### src/rtl/calc_pkg.sv
// Shared types and constants for the sign-magnitude calculator sequencer.
// Optional divider is enabled by defining CALC_DIV_EN.
package calc_pkg;

  localparam int VAL_W_DEF = 4;

  typedef enum logic [1:0] {
    OP_ADD = 2'b00,
    OP_SUB = 2'b01,
    OP_MUL = 2'b10,
    OP_DIV = 2'b11
  } op_e;

  typedef enum logic [1:0] {
    IDLE   = 2'd0,
    ADDSUB = 2'd1,
    ITER   = 2'd2,
    FINISH = 2'd3
  } state_e;

endpackage

### src/rtl/calc_op_sequencer_if.sv
// Front-end to sequencer bundle: switch operands and start/clr in, result and handshake out.
interface calc_op_sequencer_if
  import calc_pkg::*;
#(
  parameter int VAL_W = VAL_W_DEF,
  parameter int RES_W = 2 * VAL_W
);

  logic             start;
  logic             clr;
  logic [VAL_W-1:0] sw_val1;
  logic             sw_sign1;
  logic [VAL_W-1:0] sw_val2;
  logic             sw_sign2;
  logic [1:0]       sw_op;
  logic             busy;
  logic             done;
  logic [RES_W-1:0] res_mag;
  logic             res_sign;
  logic             err;
  logic             disp_en;

  modport master (
    output start, clr, sw_val1, sw_sign1, sw_val2, sw_sign2, sw_op,
    input  busy, done, res_mag, res_sign, err, disp_en
  );

  modport slave (
    input  start, clr, sw_val1, sw_sign1, sw_val2, sw_sign2, sw_op,
    output busy, done, res_mag, res_sign, err, disp_en
  );

endinterface

### src/rtl/calc_iter_unit.sv
// Iterative magnitude engine: shift-add multiply, plus restoring divide when CALC_DIV_EN is defined.
// Outputs present the value the registers take on the current step, so the caller can latch on the last step.
module calc_iter_unit
  import calc_pkg::*;
#(
  parameter int VAL_W = VAL_W_DEF,
  parameter int RES_W = 2 * VAL_W
) (
  input  logic             clk,
  input  logic             rst_n,
  input  logic             load,
  input  logic             step,
  input  logic [VAL_W-1:0] opa,
  input  logic [VAL_W-1:0] opb,
  output logic             last,
  output logic [RES_W-1:0] product
`ifdef CALC_DIV_EN
  ,
  output logic [VAL_W-1:0] quotient,
  output logic [VAL_W-1:0] remainder
`endif
);

  localparam int CW = (VAL_W > 1) ? $clog2(VAL_W) : 1;

  logic [RES_W-1:0] acc_q;
  logic [VAL_W-1:0] a_q;
  logic [VAL_W-1:0] b_q;
  logic [CW-1:0]    cnt_q;

  assign last = (cnt_q == CW'(VAL_W - 1));

  always_comb begin
    product = acc_q;
    if (b_q[cnt_q]) product = acc_q + (RES_W'(a_q) << cnt_q);
  end

`ifdef CALC_DIV_EN
  logic [VAL_W-1:0] quo_q;
  logic [VAL_W-1:0] rem_q;
  logic [VAL_W:0]   rem_sh;
  logic [VAL_W:0]   rem_diff;

  // Restoring step: shift the next dividend bit into the partial remainder and trial-subtract.
  always_comb begin
    rem_sh   = {rem_q, quo_q[VAL_W-1]};
    rem_diff = rem_sh - {1'b0, b_q};
    if (rem_sh >= {1'b0, b_q}) begin
      remainder = rem_diff[VAL_W-1:0];
      quotient  = {quo_q[VAL_W-2:0], 1'b1};
    end else begin
      remainder = rem_sh[VAL_W-1:0];
      quotient  = {quo_q[VAL_W-2:0], 1'b0};
    end
  end
`endif

  always_ff @(posedge clk or negedge rst_n) begin
    if (!rst_n) begin
      acc_q <= '0;
      a_q   <= '0;
      b_q   <= '0;
      cnt_q <= '0;
`ifdef CALC_DIV_EN
      quo_q <= '0;
      rem_q <= '0;
`endif
    end else if (load) begin
      acc_q <= '0;
      a_q   <= opa;
      b_q   <= opb;
      cnt_q <= '0;
`ifdef CALC_DIV_EN
      quo_q <= opa;
      rem_q <= '0;
`endif
    end else if (step) begin
      acc_q <= product;
      cnt_q <= cnt_q + CW'(1);
`ifdef CALC_DIV_EN
      quo_q <= quotient;
      rem_q <= remainder;
`endif
    end
  end

endmodule

### src/rtl/calc_op_sequencer.sv
// Operation sequencer for the sign-magnitude calculator: latches switches on start, runs add/sub or
// the iterative unit, and holds the result for the display. Define CALC_DIV_EN to enable op 11 division.
//
//   state  | meaning
//   IDLE   | waiting for start; result registers hold last outcome
//   ADDSUB | single-cycle add/sub on captured operands
//   ITER   | VAL_W steps of the multiply/divide unit
//   FINISH | invalid operation; publish error and zero result
module calc_op_sequencer
  import calc_pkg::*;
#(
  parameter int VAL_W = VAL_W_DEF,
  parameter int RES_W = 2 * VAL_W
) (
  input  logic clk,
  input  logic rst_n,
  calc_op_sequencer_if.slave bus
);

  state_e           state_q, state_d;
  logic [VAL_W-1:0] val1_q, val2_q;
  logic             sign1_q, sign2_q;
  op_e              op_q;
  logic [RES_W-1:0] res_mag_q, res_mag_d;
  logic             res_sign_q, res_sign_d;
  logic             err_q, err_d;
  logic             disp_q, disp_d;
  logic             done_q, done_d;
  logic             cap_en;
  logic             step;
  logic             last;
  logic [RES_W-1:0] product;
  logic             sign2_eff;
  logic [RES_W-1:0] as_mag;
  logic             as_sign;

`ifdef CALC_DIV_EN
  logic [VAL_W-1:0] quotient, remainder;
`endif

  calc_iter_unit #(.VAL_W(VAL_W), .RES_W(RES_W)) u_iter (
    .clk      (clk),
    .rst_n    (rst_n),
    .load     (cap_en),
    .step     (step),
    .opa      (bus.sw_val1),
    .opb      (bus.sw_val2),
    .last     (last),
    .product  (product)
`ifdef CALC_DIV_EN
    ,
    .quotient (quotient),
    .remainder(remainder)
`endif
  );

  // Subtraction is addition with operand 2's sign flipped; the larger magnitude sets the sign.
  always_comb begin
    sign2_eff = (op_q == OP_SUB) ? ~sign2_q : sign2_q;
    if (sign1_q == sign2_eff) begin
      as_mag  = RES_W'(val1_q) + RES_W'(val2_q);
      as_sign = sign1_q;
    end else if (val1_q >= val2_q) begin
      as_mag  = RES_W'(val1_q - val2_q);
      as_sign = sign1_q;
    end else begin
      as_mag  = RES_W'(val2_q - val1_q);
      as_sign = sign2_eff;
    end
    if (as_mag == '0) as_sign = 1'b0;
  end

  always_comb begin
    state_d    = state_q;
    res_mag_d  = res_mag_q;
    res_sign_d = res_sign_q;
    err_d      = err_q;
    disp_d     = disp_q;
    done_d     = 1'b0;
    cap_en     = 1'b0;
    step       = 1'b0;
    if (bus.clr) begin
      state_d    = IDLE;
      res_mag_d  = '0;
      res_sign_d = 1'b0;
      err_d      = 1'b0;
      disp_d     = 1'b0;
    end else begin
      case (state_q)
        IDLE: begin
          if (bus.start) begin
            cap_en = 1'b1;
            err_d  = 1'b0;
            case (op_e'(bus.sw_op))
              OP_ADD, OP_SUB: state_d = ADDSUB;
              OP_MUL:         state_d = ITER;
`ifdef CALC_DIV_EN
              default:        state_d = (bus.sw_val2 == '0) ? FINISH : ITER;
`else
              default:        state_d = FINISH;
`endif
            endcase
          end
        end
        ADDSUB: begin
          res_mag_d  = as_mag;
          res_sign_d = as_sign;
          disp_d     = 1'b1;
          done_d     = 1'b1;
          state_d    = IDLE;
        end
        ITER: begin
          step = 1'b1;
          if (last) begin
            res_mag_d  = product;
            res_sign_d = (sign1_q ^ sign2_q) & (product != '0);
`ifdef CALC_DIV_EN
            if (op_q == OP_DIV) begin
              res_mag_d  = RES_W'({remainder, quotient});
              res_sign_d = (sign1_q ^ sign2_q) & (quotient != '0);
            end
`endif
            disp_d  = 1'b1;
            done_d  = 1'b1;
            state_d = IDLE;
          end
        end
        default: begin
          res_mag_d  = '0;
          res_sign_d = 1'b0;
          err_d      = 1'b1;
          disp_d     = 1'b0;
          done_d     = 1'b1;
          state_d    = IDLE;
        end
      endcase
    end
  end

  always_ff @(posedge clk or negedge rst_n) begin
    if (!rst_n) begin
      state_q    <= IDLE;
      val1_q     <= '0;
      val2_q     <= '0;
      sign1_q    <= 1'b0;
      sign2_q    <= 1'b0;
      op_q       <= OP_ADD;
      res_mag_q  <= '0;
      res_sign_q <= 1'b0;
      err_q      <= 1'b0;
      disp_q     <= 1'b0;
      done_q     <= 1'b0;
    end else begin
      state_q    <= state_d;
      res_mag_q  <= res_mag_d;
      res_sign_q <= res_sign_d;
      err_q      <= err_d;
      disp_q     <= disp_d;
      done_q     <= done_d;
      if (cap_en) begin
        val1_q  <= bus.sw_val1;
        val2_q  <= bus.sw_val2;
        sign1_q <= bus.sw_sign1;
        sign2_q <= bus.sw_sign2;
        op_q    <= op_e'(bus.sw_op);
      end
    end
  end

  assign bus.busy     = (state_q != IDLE);
  assign bus.done     = done_q;
  assign bus.res_mag  = res_mag_q;
  assign bus.res_sign = res_sign_q;
  assign bus.err      = err_q;
  assign bus.disp_en  = disp_q;

endmodule

### src/flat_wrapper.sv
// flat-port wrapper written by rule: the top's interface ports become plain ports
module calc_op_sequencer_flat import calc_pkg::*;
#(
  parameter int VAL_W = VAL_W_DEF,
  parameter int RES_W = 2 * VAL_W
)
  (clk, rst_n, bus_start, bus_clr, bus_sw_val1, bus_sw_sign1, bus_sw_val2, bus_sw_sign2, bus_sw_op, bus_busy, bus_done, bus_res_mag, bus_res_sign, bus_err, bus_disp_en);
  calc_op_sequencer_if #(.VAL_W(VAL_W), .RES_W(RES_W)) bus_i ();
  input  logic clk;
  input  logic rst_n;
  input wire logic [$bits(bus_i.start)-1:0] bus_start;
  input wire logic [$bits(bus_i.clr)-1:0] bus_clr;
  input wire logic [$bits(bus_i.sw_val1)-1:0] bus_sw_val1;
  input wire logic [$bits(bus_i.sw_sign1)-1:0] bus_sw_sign1;
  input wire logic [$bits(bus_i.sw_val2)-1:0] bus_sw_val2;
  input wire logic [$bits(bus_i.sw_sign2)-1:0] bus_sw_sign2;
  input wire logic [$bits(bus_i.sw_op)-1:0] bus_sw_op;
  output wire logic [$bits(bus_i.busy)-1:0] bus_busy;
  output wire logic [$bits(bus_i.done)-1:0] bus_done;
  output wire logic [$bits(bus_i.res_mag)-1:0] bus_res_mag;
  output wire logic [$bits(bus_i.res_sign)-1:0] bus_res_sign;
  output wire logic [$bits(bus_i.err)-1:0] bus_err;
  output wire logic [$bits(bus_i.disp_en)-1:0] bus_disp_en;
  assign bus_i.start = bus_start;
  assign bus_i.clr = bus_clr;
  assign bus_i.sw_val1 = bus_sw_val1;
  assign bus_i.sw_sign1 = bus_sw_sign1;
  assign bus_i.sw_val2 = bus_sw_val2;
  assign bus_i.sw_sign2 = bus_sw_sign2;
  assign bus_i.sw_op = bus_sw_op;
  assign bus_busy = bus_i.busy;
  assign bus_done = bus_i.done;
  assign bus_res_mag = bus_i.res_mag;
  assign bus_res_sign = bus_i.res_sign;
  assign bus_err = bus_i.err;
  assign bus_disp_en = bus_i.disp_en;
  calc_op_sequencer #(.VAL_W(VAL_W), .RES_W(RES_W)) u_core (.clk(clk), .rst_n(rst_n), .bus(bus_i));
endmodule
### config.mk
export PLATFORM = sky130hd
export DESIGN_NAME = calc_op_sequencer_flat
export DESIGN_NICKNAME = d
export VERILOG_FILES = /design/src/rtl/calc_pkg.sv /design/src/rtl/calc_op_sequencer_if.sv /design/src/rtl/calc_iter_unit.sv /design/src/rtl/calc_op_sequencer.sv /design/src/flat_wrapper.sv
export SDC_FILE = /design/constraint.sdc
export NUM_CORES = 1
export LEC_CHECK = 0
export CAP_MARGIN = 0
export CELL_PAD_IN_SITES_DETAIL_PLACEMENT = 0
export CELL_PAD_IN_SITES_GLOBAL_PLACEMENT = 1
export CORE_MARGIN = 2
export CORE_UTILIZATION = 39
export DETAILED_ROUTE_END_ITERATION = 7
export PLACE_DENSITY = 0.72
export REMOVE_ABC_BUFFERS = 1
export SYNTH_ARGS = -nofsm -noshare
export SYNTH_HDL_FRONTEND = slang
export SYNTH_SLANG_ARGS = --single-unit
### constraint.sdc
create_clock -name clk -period 2.7 [get_ports clk]
set_input_delay 0.81 -clock clk [delete_from_list [all_inputs] [get_ports clk]]
set_output_delay 0.81 -clock clk [all_outputs]
set_load 0.01 [all_outputs]
* After elaboration in Yosys (flattened, before gate mapping) *
Cells that the tools add are included.

storage, ports and cells
  register bits after elaboration = 36
  input bits = 16
  output and inout bits = 13
  logic and storage cells = 84

cells by class
  add/subtract/negate cells = 5
  magnitude comparators = 2
  equality and inequality tests = 11
  shifts and indexed selects = 1
  mux-type cells = 38
  bitwise operators = 3
  reduce and logical (&&, ||, !) cells = 11

operators by type and width
  kind                                                  count
  two-way mux 8 bit                                     7
  one-hot mux 8 bit (3 select lines)                    1
  two-way mux 1 bit                                     18
  two-way mux 2 bit                                     5
  subtractor 4 x 4 -> 5 bit                             2
  adder 8 bit                                           1
  logical NOT 8 bit                                     1
  one-hot mux 2 bit (2 select lines)                    2
  nonzero test 8 bit                                    1
  left shift 4 x 2 -> 8 bit                             1
  equality test 2 x 1 -> 1 bit (second input constant)  3
  equality test 2 bit (second input constant)           3
  one-hot mux 1 bit (3 select lines)                    2
  AND reduction 2 bit                                   3
  adder 4 x 4 -> 5 bit                                  1
  greater-or-equal comparator 4 bit                     1
  logical NOT 2 bit                                     2
  one-hot mux 1 bit (2 select lines)                    2
  nonzero test 2 bit                                    2
  OR reduction 2 bit                                    2
  < comparator 2 x 3 -> 1 bit (second input constant)   1
  != test 3 x 2 -> 1 bit (second input constant)        1
  != test 3 bit (second input constant)                 1
  adder 2 x 1 -> 2 bit (second input constant)          1
  other kinds (7)                                       7

* Logic depth before layout (Yosys ltp) *
  word-level depth = 8
  gate-level depth with buffers = 13
  mapped depth without buffers = 12

* By module *
Synthesis repeated with hierarchy kept, for this count alone.

unflattened totals
  cell total of the unflattened synthesis = 314
  area total of the unflattened synthesis = 3026.7 sq um

by module, submodules not included
  module             times used  cells each  area an instance (sq um)  sequential area each (sq um)
  calc_op_sequencer  1           192         1724.2                    650.6
  calc_iter_unit     1           122         1302.5                    450.4

* Worst setup path after synthesis *
Ideal clock, no wire load.

  kind = register to register
  start point = register u_core.u_iter.cnt_q[0]
  end point = register u_core.res_sign_q, in the netlist u_core.bus.res_sign
  setup time = 135 ps
  arrival time = 2592 ps
  required time = 2565 ps
  slack = -27 ps
  stages on the path, launching flop included = 12
  buffers on the path = 1
  period minus slack after synthesis = 2727 ps
  cell sequence = dfrtp_1 buf_1 nor3_1 ha_1 fa_1 a21o_1 o2111ai_1 nand2_1 xor2_1 mux2_2 nor4_1 o221ai_2

on the way
  cells in the longest elaborated chain, start to end = 8
  elaborated cells between the ends (all ways) = 13
  classes of those cells = 1 x add/sub; 2 x eq/ne; 1 x shift; 6 x mux; 1 x bitwise; 2 x reduce/logical

ends and longest elaborated chain
  what                                                                                 line                      RTL
  start, declared                                                                      calc_iter_unit.sv:29      logic [CW-1:0] cnt_q;
  start signal, assigned                                                               calc_iter_unit.sv:79      cnt_q <= cnt_q + CW'(1);
  left shift 4 x 2 -> 8 bit or binary-select mux 1 bit (select 2 bit) (tied branches)  calc_iter_unit.sv:35      if (b_q[cnt_q]) product = acc_q + (RES_W'(a_q) << cnt_q);
  adder 8 bit or two-way mux 1 bit (tied branches)                                     calc_iter_unit.sv:35
  two-way mux 8 bit                                                                    calc_iter_unit.sv:35
  nonzero test 8 bit                                                                   calc_op_sequencer.sv:116  res_sign_d = (sign1_q ^ sign2_q) & (product != '0);
  bitwise AND 1 bit                                                                    calc_op_sequencer.sv:116
  two-way mux 1 bit                                                                    calc_op_sequencer.sv:114  if (last) begin
  one-hot mux 1 bit (3 select lines)                                                   calc_op_sequencer.sv:89   case (state_q)
  two-way mux 1 bit                                                                    calc_op_sequencer.sv:82   if (bus.clr) begin
  end signal, assigned                                                                 calc_op_sequencer.sv:156  res_sign_q <= res_sign_d;
  end, declared                                                                        calc_op_sequencer.sv:25   logic res_sign_q, res_sign_d;

Parallel ways exist; a longest one is shown, timed or not. The select of a mux whose other input is x is not followed.
A chain may end at the register's enable or synchronous reset.

* Worst setup path after layout *
Ends and elaborated chain as after synthesis.

==> impl_metrics.prom <==
# TYPE chip_impl_metric gauge
chip_impl_info{name="status",value="finished, final reports clean"} 1
chip_impl_metric{name="synth.cell_area",unit="µm²"} 2620
chip_impl_info{name="ys_top_cells_by_area",value="dfrtp_1, ha_1, nand2_1, a21oi_1, o21ai_1"} 1
chip_impl_metric{name="pin_count",unit=""} 29
chip_impl_metric{name="firstDrtPassIters",unit=""} 4
chip_impl_metric{name="final.setup.worst_slack",unit="ns"} 0.143
chip_impl_metric{name="ys_async_sr_fraction",unit=""} 1.00
chip_impl_metric{name="timing.final.crit_share",unit=""} 0.947
chip_impl_metric{name="cts_hold_repair.buffers",unit=""} 0
chip_impl_metric{name="routabilityCongestion",unit=""} 0.911
chip_impl_metric{name="cts_made_buffers",unit=""} 5
chip_impl_metric{name="route.detailed.drc",unit=""} 0
chip_impl_metric{name="cellLeakagePower",unit="µW"} 0.00148
chip_impl_info{name="hold_path.class",value="reg2reg"} 1
chip_impl_metric{name="fin_skew",unit="ns"} 0.00754
chip_impl_metric{name="design.core.area",unit="µm²"} 6420
chip_impl_metric{name="placement.io_buffers",unit=""} 28
chip_impl_metric{name="post_route_cells_drive_above_1_share",unit=""} 0.145
chip_impl_metric{name="grt_start_max_net_pins",unit=""} 37
chip_impl_metric{name="htree_num_levels",unit=""} 2
chip_impl_metric{name="timing.fmax",unit="GHz"} 0.391
chip_impl_metric{name="max-slew-margin-rel",unit=""} 0.425
chip_impl_metric{name="final_nets",unit=""} 380
chip_impl_metric{name="yosys_warnings",unit=""} 0
chip_impl_metric{name="final_area",unit="µm²"} 3230
chip_impl_metric{name="dpl_worst_slack",unit="ns"} -0.0320
chip_impl_metric{name="route.detailed.wl_per_inst",unit="µm"} 15.5
chip_impl_metric{name="postRouteWirelength",unit="µm"} 6450
chip_impl_metric{name="synth-seq-cells",unit=""} 36
chip_impl_metric{name="clockBufferDepth",unit=""} 2
chip_impl_metric{name="syn-instance-count",unit=""} 299
chip_impl_metric{name="starting_drt_drc_count",unit=""} 88
chip_impl_metric{name="globalRouteOverflowTotal",unit=""} 0
chip_impl_metric{name="worst-endpoint-required",unit="ns"} 2.87
chip_impl_metric{name="areaGrowthSynthToFinish",unit="%"} 23.5
chip_impl_metric{name="max_slew.worst_pin.slew",unit="ns"} 0.863
chip_impl_metric{name="row_count",unit=""} 29
chip_impl_metric{name="cp.arrival",unit="ns"} 2.73
chip_impl_metric{name="grt_pass1_vias",unit=""} 2288
chip_impl_metric{name="synth_sequential_area_ratio",unit=""} 0.344
chip_impl_metric{name="hold_violations",unit=""} 0
chip_impl_metric{name="antennaDiodeCount",unit=""} 0
chip_impl_metric{name="synth.avg_cell_area",unit="µm²"} 8.76
chip_impl_metric{name="vias_post_dr",unit=""} 2196
chip_impl_metric{name="dieHeight",unit="µm"} 85.9
chip_impl_metric{name="worst_setup_hold_path_clk_slew",unit="ns"} 0.08
chip_impl_metric{name="period_minus_slack",unit="ns"} 2.56
chip_impl_metric{name="power.density_cell_area",unit="nW/µm²"} 728
chip_impl_info{name="setup.worst_path.class",value="reg2reg"} 1
chip_impl_metric{name="clock-sinks",unit=""} 36
chip_impl_metric{name="worst-path-max-fanout",unit=""} 10
chip_impl_metric{name="totalNegativeSetupSlack",unit="ns"} 0
chip_impl_info{name="netlist_top_cells_count",value="nand2_1, dfrtp_1, ha_1"} 1
chip_impl_metric{name="synth_edf_count",unit=""} 0
chip_impl_metric{name="yosysUniqueCellTypes",unit=""} 51
chip_impl_metric{name="initial_core_utilization",unit=""} 0.408
chip_impl_metric{name="clk_latency",unit="ns"} 0.30
chip_impl_metric{name="grt_util_all_layers",unit=""} 0.193
chip_impl_info{name="synth_area_leader_cell",value="dfrtp_1"} 1
chip_impl_info{name="tritoncts",value="done"} 1
chip_impl_metric{name="grt_pass1_wl",unit="µm"} 11200
chip_impl_metric{name="maxCapViolations",unit=""} 0
chip_impl_metric{name="dp_hpwl",unit="µm"} 4830
chip_impl_metric{name="mean_number_of_vias_per_cell",unit=""} 5.29
chip_impl_metric{name="irDropWorstVdd",unit="µV"} 315
chip_impl_metric{name="synth_top_cell_area_share",unit=""} 0.344
chip_impl_info{name="ys.flop_type",value="dfrtp_1"} 1
chip_impl_metric{name="antenna_found_initial",unit=""} 0
chip_impl_metric{name="dieArea",unit="µm²"} 7390
chip_impl_metric{name="timing_max_transition_violations_final",unit=""} 0
chip_impl_metric{name="report.final.setup_viol",unit=""} 0
chip_impl_info{name="post-synth-top-count-cell",value="nand2_1"} 1
chip_impl_info{name="worstSetupStartpointType",value="flop"} 1
chip_impl_info{name="buffer_type_at_the_clock_tree_root",value="clkbuf_8"} 1
chip_impl_metric{name="final_antenna_net_count",unit=""} 0
chip_impl_info{name="worst_setup_path_end_kind",value="flop"} 1
chip_impl_metric{name="detailed_place.area",unit="µm²"} 3050
chip_impl_metric{name="fp.dieW",unit="µm"} 85.9
path summary, 6_finish.rpt:
kind	from	endpoint	slack, ns	depth (start not counted)
setup reg to reg	u_core.u_iter.cnt_q[0]$_DFFE_PN0P_	u_core.bus.res_sign$_DFFE_PN0P_	0.14	10
min in group asynchronous	rst_n	u_core.val2_q[1]$_DFFE_PN0P_	0.61	1
hold reg to reg	u_core.op_q[1]$_DFFE_PN0P_	u_core.op_q[1]$_DFFE_PN0P_	0.47	2
setup / recovery	u_core.u_iter.cnt_q[0]$_DFFE_PN0P_	u_core.bus.res_sign$_DFFE_PN0P_	0.14	10
max in group asynchronous	rst_n	u_core.u_iter.cnt_q[1]$_DFFE_PN0P_	1.50	1
hold / removal	u_core.op_q[1]$_DFFE_PN0P_	u_core.op_q[1]$_DFFE_PN0P_	0.47	2
power by group:
group / leakage [µW] / internal [µW] / switching [µW]
Clock: 0.0000541 / 274 / 225
Sequential: 0.000473 / 605 / 74.3
Combinational: 0.000949 / 532 / 643
Total: 0.00148 / 1410 / 942
cell families after synthesis:
family,share of synthesized area
adders and majority gates,0.140
AOI/OAI and AO/OA,0.172
and+or+nand+nor,0.194
xor gates and xnor gates,0.0468
buffers and inverters,0.0468
DFF,0.344
muxes,0.0554
registers in the layout, summed over array words and instances, names as in the netlist, 2 cells and up:
register and cells:
u_core.val2_q 4, u_core.op_q 2, u_core.bus.res_mag 8, u_core.val1_q 4
u_core.state_q 2, u_core.u_iter.acc_q 8, u_core.u_iter.cnt_q 2
per-layer routing:
metal	GRT usage	up-vias	wire [µm]
met5	0	-	0
met3	0.0414	9	178
met4	0.0606	0	101
li1	-	1110	-
met1	0.258	1051	3100
met2	0.311	26	3070
placed cells by master (no fill, tap or decap), drive strengths merged, types with 3 or more instances in the layout:
cell / synthesis / final
mux2: 7 / 7
nand2: 48 / 48
buf: 4 / 15
nand2b: 5 / 5
a21o: 4 / 4
inv: 19 / 19
ha: 23 / 23
nor2b: 6 / 6
a21oi: 22 / 22
a22oi: 4 / 4
xor2: 8 / 8
nand3: 5 / 5
fa: 4 / 4
nor2: 19 / 19
mux2i: 4 / 4
clkbuf: 7 / 5
nand3b: 3 / 3
xnor2: 6 / 6
nor3: 10 / 10
dfrtp: 36 / 36
clkdlybuf4s50: 0 / 27
o21ai: 26 / 26
a211oi: 3 / 3
critical path, stage by stage (launching register included):
cell and delay (ns):
dfrtp_1 0.43, buf_4 0.19, o21ai_0 0.17, ha_1 0.27
a21o_1 0.18, a21oi_1 0.21, nand2_1 0.09, xor2_1 0.14
mux2_2 0.31, nor4_4 0.31, o221ai_2 0.13
metrics by stage:
step,hold slack (ns),total power [µW],util,cells
after detailed placement,0.458,1790,0.474,405
after global placement,0.456,1790,0.474,405
after floorplan,0.437,1460,-,288
after CTS,0.478,2300,0.493,413
after global routing,0.506,2540,0.504,415
final,0.474,2350,0.504,415
area by class of cell:
class / count / area (µm²)
Clock inverter: 3 / 42.5
Fill cell: 628 / 3190
Timing Repair Buffer: 42 / 393
Clock buffer: 5 / 68.8
Tap cell: 77 / 96.3
Sequential cell: 36 / 906
Inverter: 19 / 71.3
Multi-Input combinational cell: 233 / 1660
repair_timing:
item,CTS,global route
buffers inserted,0,2
gates cloned,0,0
setup endpoints to repair,1,6
endpoints found under the hold margin,0,0
resized for setup,1,16
pin swaps,0,4
Power figures use the tool's default switching activity.
==> RTL edit 1: new RTL, same settings <==
Change the package constant `VAL_W_DEF` from 4 to 2.
--- a/src/rtl/calc_pkg.sv
+++ b/src/rtl/calc_pkg.sv
@@ -3,5 +3,5 @@
 package calc_pkg;
 
-  localparam int VAL_W_DEF = 4;
+  localparam int VAL_W_DEF = 2;
 
   typedef enum logic [1:0] {
Interface: changed (resized bus_res_mag, bus_sw_val1 and bus_sw_val2); port bits go from 29 to 21. No check against the original RTL was run, so the function may have changed too.
==> RTL edit 1 against the unedited design <==
  * Design area down 46%
  * Total power down 53%
  * Sequential cell count down 13
  * Synthesized area down 45%
  * Cell count down 47%
  * Clock skew down 4.2 ps
  * Setup slack better by 68 ps
  * Die area down 43%
  * Routed wire length down 54%
  * Critical path type is now flop to output port
  * Critical endpoint is now bus_busy
==> RTL edit 1: results (changes against the unedited design) <==
* Detailed router's first-iteration violation count: 37 (was 88)
- Clock-pin slew was measured on the worst setup and hold paths at 90 ps.
- Gate family responsible for the most delay along the worst path: buffers and inverters (was compound AO/OA/AOI/OAI gates)
- The maximum fanout along the worst path is 7 (was 10).
- The worst max-slew margin expressed relative to the limit is 0.732 (was 0.425).
* Yosys warning count: 0 (unchanged)
- Most used standard cells in the synthesized netlist: sky130_fd_sc_hd__dfrtp_1, sky130_fd_sc_hd__inv_1, sky130_fd_sc_hd__nor2_1 (was sky130_fd_sc_hd__nand2_1, sky130_fd_sc_hd__dfrtp_1, sky130_fd_sc_hd__ha_1)
- The share of synthesized registers carrying an async set or reset came to 1.00 (unchanged).
* Post-CTS Setup Repair Bufs: 0 (unchanged)
- Placer congestion estimate: 0.807 (was 0.911)
- Maximum single-stage delay on the critical path: 540 ps (was 430 ps)
- The worst supply voltage drop on vdd was 0.000249 V (was 0.000315 V).
- The cell area after placement was 0.00170 mm2 (was 0.00305 mm2).
- Number of vias in the routed layout: 1106 (was 2196)
- Count of port buffers added during placement: 20 (was 28)
* Max Root-Sink Buffers: 2 (unchanged)
- Share of synthesized area occupied by flip-flops and latches: 0.399 (was 0.344)
- Layout Cells excl Fill: 220 (was 415)
- GRT Resource Usage Total: 0.168 (was 0.193)
- The global-route wire length before repair was 5310 um (was 11200 um).
- Leak: 0.757 nW (was 1.48 nW)
- Share of layout cells above drive strength 1: 0.0930 (was 0.145)
* Clock latency reported for the late side of the worst-skew pair: 270 ps (was 300 ps)
* Antenna violations before repair: 0 (unchanged)
- HPWL after detailed placement: 2230 um (was 4830 um)
- Place WS: 319 ps (was -32.0 ps)
- Result of the run: complete, no violations (unchanged)
- Main area contributors after synthesis: sky130_fd_sc_hd__dfrtp_1, sky130_fd_sc_hd__ha_1, sky130_fd_sc_hd__fa_1 (was sky130_fd_sc_hd__dfrtp_1, sky130_fd_sc_hd__ha_1, sky130_fd_sc_hd__nand2_1)
- The total iterations of the first detailed-routing run is 4 (unchanged).
* Number of buffers inserted during clock tree synthesis: 3 (was 5)
- The number of cells upsized or downsized after cts was 0 (was 1).
* Die area: 0.00420 mm2 (was 0.00739 mm2)
* Net count reported at finish: 199 (was 380)
- Sum of overflow across all layers after global routing: 0 (unchanged)
* Ant diodes: 0 (unchanged)
- The via count of the first global-routing pass came to 1156 (was 2288).
* Crit-path slowest cell: sky130_fd_sc_hd__clkdlybuf4s50_1 (was sky130_fd_sc_hd__dfrtp_1)
- The number of distinct library cell variants in the gate-level netlist after synthesis was 33 (was 51).
- Largest net degree at the start of global routing: 24 (was 37)
- The average cell area after synthesis came to 9.67 um2 (was 8.76 um2).
- The worst clock skew was 3.30 ps (was 7.54 ps).
- The sum of routed wire length over all layers was 2950 um (was 6450 um).
* CTS Root Buffer Type: sky130_fd_sc_hd__clkbuf_8 (unchanged)
- Count of H-tree levels built during CTS: 1 (was 2)
==> RTL edit 1: final cells by class <==
class                   count  area (um2)
fillers                   352        1860
multi-input cells         107         785
flip-flops and latches     23         576
repair buffers             22         215
inverters                  16        60.1
well taps                  48        60.1
clock buffers               3        41.3
clock inverters             1        7.51
==> RTL edit 1: cell families (layout without fill, tap and decap cells) <==
family,count (synthesis),in the layout,share of synthesized area
buf+inv,19,42,0.0564
flops,23,23,0.399
fa+ha+maj,14,14,0.142
compound gates,33,33,0.139
mux,9,9,0.0755
simple gates,44,44,0.140
xor+xnor,7,7,0.0477
==> RTL edit 1: where the power goes <==
part	switching [mW]	leakage, nW	total, mW	internal, mW
logic	0.231	0.434	0.430	0.199
registers	0.0520	0.301	0.439	0.387
clock network	0.124	0.0217	0.229	0.105
==> RTL edit 1: per-layer routing <==
| layer | routed length, um | vias to the layer above | global-route usage |
|---|---|---|---|
| li1 | - | 555 | - |
| met1 | 1360 | 524 | 0.216 |
| met2 | 1420 | 23 | 0.274 |
| met3 | 134 | 4 | 0.0417 |
| met4 | 45 | 0 | 0.0559 |
| met5 | 0 | - | 0 |
==> RTL edit 1: final timing paths <==
check                                      start                    end  slack [ps]  depth (start not counted)
max                            u_core.state_q[1]               bus_busy         210                          4
min                        u_core.bus.res_mag[3]  u_core.bus.res_mag[3]         510                          2
max reg2reg                   u_core.u_iter.last    u_core.bus.res_sign         440                          7
min reg2reg                u_core.bus.res_mag[3]  u_core.bus.res_mag[3]         510                          2
max in group asynchronous                  rst_n    u_core.bus.res_sign        1580                          2
min in group asynchronous                  rst_n       u_core.val1_q[1]         880                          2
==> RTL edit 1: worst register-to-register path: cells and delay by family (launching register included) <==
family | cells | cell delay [ps]
AOI/OAI and AO/OA | 2 | 430
xor gates and xnor gates | 1 | 170
adders and majority gates | 2 | 660
DFF | 1 | 590
and+or+nand+nor | 2 | 310
==> RTL edit 2: new RTL, config.mk and constraints unchanged <==
Made on the original files. The 4 states of `state_e` get a one-hot encoding in 4 bits.
--- a/src/rtl/calc_pkg.sv
+++ b/src/rtl/calc_pkg.sv
@@ -12,9 +12,9 @@
   } op_e;
 
-  typedef enum logic [1:0] {
-    IDLE   = 2'd0,
-    ADDSUB = 2'd1,
-    ITER   = 2'd2,
-    FINISH = 2'd3
+  typedef enum logic [3:0] {
+    IDLE   = 4'b0001,
+    ADDSUB = 4'b0010,
+    ITER   = 4'b0100,
+    FINISH = 4'b1000
   } state_e;
 
Check against the original RTL: same outputs for any inputs over 10 cycles, from zero or initial values and one cycle with rst_n low; not proved beyond that.
==> RTL edit 2 against the unedited design <==
  * Setup slack lost 9.7 ps
  * Count of clock-buffer cells in the layout grew 1
  * Total power shrank 11%
  * Routed wire length grew 6.1%
  * Sequential cell count grew 2
  * Cell count grew 1.7%
  * Largest power group unchanged
  * Design area grew 4.0%
  * Synthesized area grew 2.2%
  * Largest cell class unchanged
==> RTL edit 2: results (changes against the unedited design) <==
- Result of the run: complete, no violations (unchanged).
* Cell count after synthesis: 294 (was 299)
- Proportion of cell area spent on the clock network: 0.0257 (was 0.0344)
- Sum of routed wire segments on met1: 3180 um (was 3100 um)
- The number of distinct library cell variants in the gate-level netlist after synthesis was 53 (was 51).
* Routing usage on met2: 0.316 (was 0.311)
- The part of the power in combinational logic was 0.487 (was 0.499).
- The number of vias per cell came to 5.54 (was 5.29).
- The maximum cell stage delay along the critical path was 410 ps (was 430 ps).
- The power of the combinational group came to 1.02 mW (was 1.17 mW).
- The cell area after placement came to 0.00318 mm2 (was 0.00305 mm2).
- GR met3 Demand/Resource: 0.0389 (was 0.0414)
- The slew at the pin closest to its max-slew limit was 873 ps (was 863 ps).
- The global-route wire length before repair is 11400 um (was 11200 um).
- The worst supply voltage drop on vdd came to 0.000353 V (was 0.000315 V).
* Main area contributors after synthesis: sky130_fd_sc_hd__dfrtp_1, sky130_fd_sc_hd__ha_1, sky130_fd_sc_hd__o21ai_0 (was sky130_fd_sc_hd__dfrtp_1, sky130_fd_sc_hd__ha_1, sky130_fd_sc_hd__nand2_1)
* Detailed-routed wire length on met3: 285 um (was 178 um)
* Worst setup skew after layout: 8.80 ps (was 7.54 ps)
- The total leakage power came to 1.52 nW (was 1.48 nW).
- Placer congestion estimate: 0.871 (was 0.911)
* # placed instances: 414 (was 405)
- The met1 layer usage reported by global route was 0.260 (was 0.258).
* Cell Int Power: 1.27 mW (was 1.41 mW)
- Sequential portion of the cell area: 0.283 (was 0.280)
- Detailed router's first-iteration violation count: 77 (was 88)
- The portion of the layout cell area used by non-clock buffers came to 0.133 (was 0.121).
- Sink count of the clock tree: 38 (was 36)
* Worst hold path type: flop to flop (unchanged)
- Area Overhead vs Synth: 25.6% (was 23.5%)
- Number of clock buffer instances in the layout: 6 (was 5)
- Layout Cells excl Fill: 422 (was 415)
- Share of layout cells above drive strength 1: 0.164 (was 0.145)
- GRT Resource Usage Total: 0.194 (was 0.193)
- Count of buffers not belonging to the clock network in the layout: 50 (was 42)
- The clock network fraction of total power is 0.188 (was 0.212).
- Number of global-route vias before repair: 2299 (was 2288)
- Data arrival time at the worst-slack endpoint: 2740 ps (was 2730 ps)
- The wire length on met2 is 3280 um (was 3070 um).
- Non-clock inverter total of the final layout: 18 (was 19)
- Place WS: -25.4 ps (was -32.0 ps)
- Most used standard cells in the synthesized netlist: sky130_fd_sc_hd__dfrtp_1, sky130_fd_sc_hd__nand2_1, sky130_fd_sc_hd__nor2_1, sky130_fd_sc_hd__o21ai_0, sky130_fd_sc_hd__ha_1 (was sky130_fd_sc_hd__nand2_1, sky130_fd_sc_hd__dfrtp_1, sky130_fd_sc_hd__ha_1).
- The sum of routed wire length over all layers is 6840 um (was 6450 um).
- The area of the multi-input gates is 0.00171 mm2 (was 0.00166 mm2).
- Highest fanout seen on the critical path: 4 (was 10)
## RTL edit 2: kinds of logic after synthesis
family | share of synthesized area
fa+ha+maj | 0.123
flops | 0.356
simple gates | 0.172
buf+inv | 0.0402
compound gates | 0.219
mux | 0.0547
xor+xnor | 0.0346
## RTL edit 2: what timing repair did
item / 4_1_cts / 5_1_grt
setup endpoints to repair: 1 / 7
gates resized for setup: 2 / 19
pin swaps: 1 / 10
## RTL edit 2: worst paths after layout
check	slack, ps	depth (start not counted)	startpoint	to
min reg2reg	470	2	u_core.op_q[0]	u_core.op_q[0]
min in group asynchronous	630	1	rst_n	u_core.u_iter.acc_q[5]
max	130	12	u_core.u_iter.cnt_q[0]	u_core.bus.res_sign
max reg2reg	130	12	u_core.u_iter.cnt_q[0]	u_core.bus.res_sign
max in group asynchronous	1530	1	rst_n	u_core.val2_q[1]
min	470	2	u_core.op_q[0]	u_core.op_q[0]
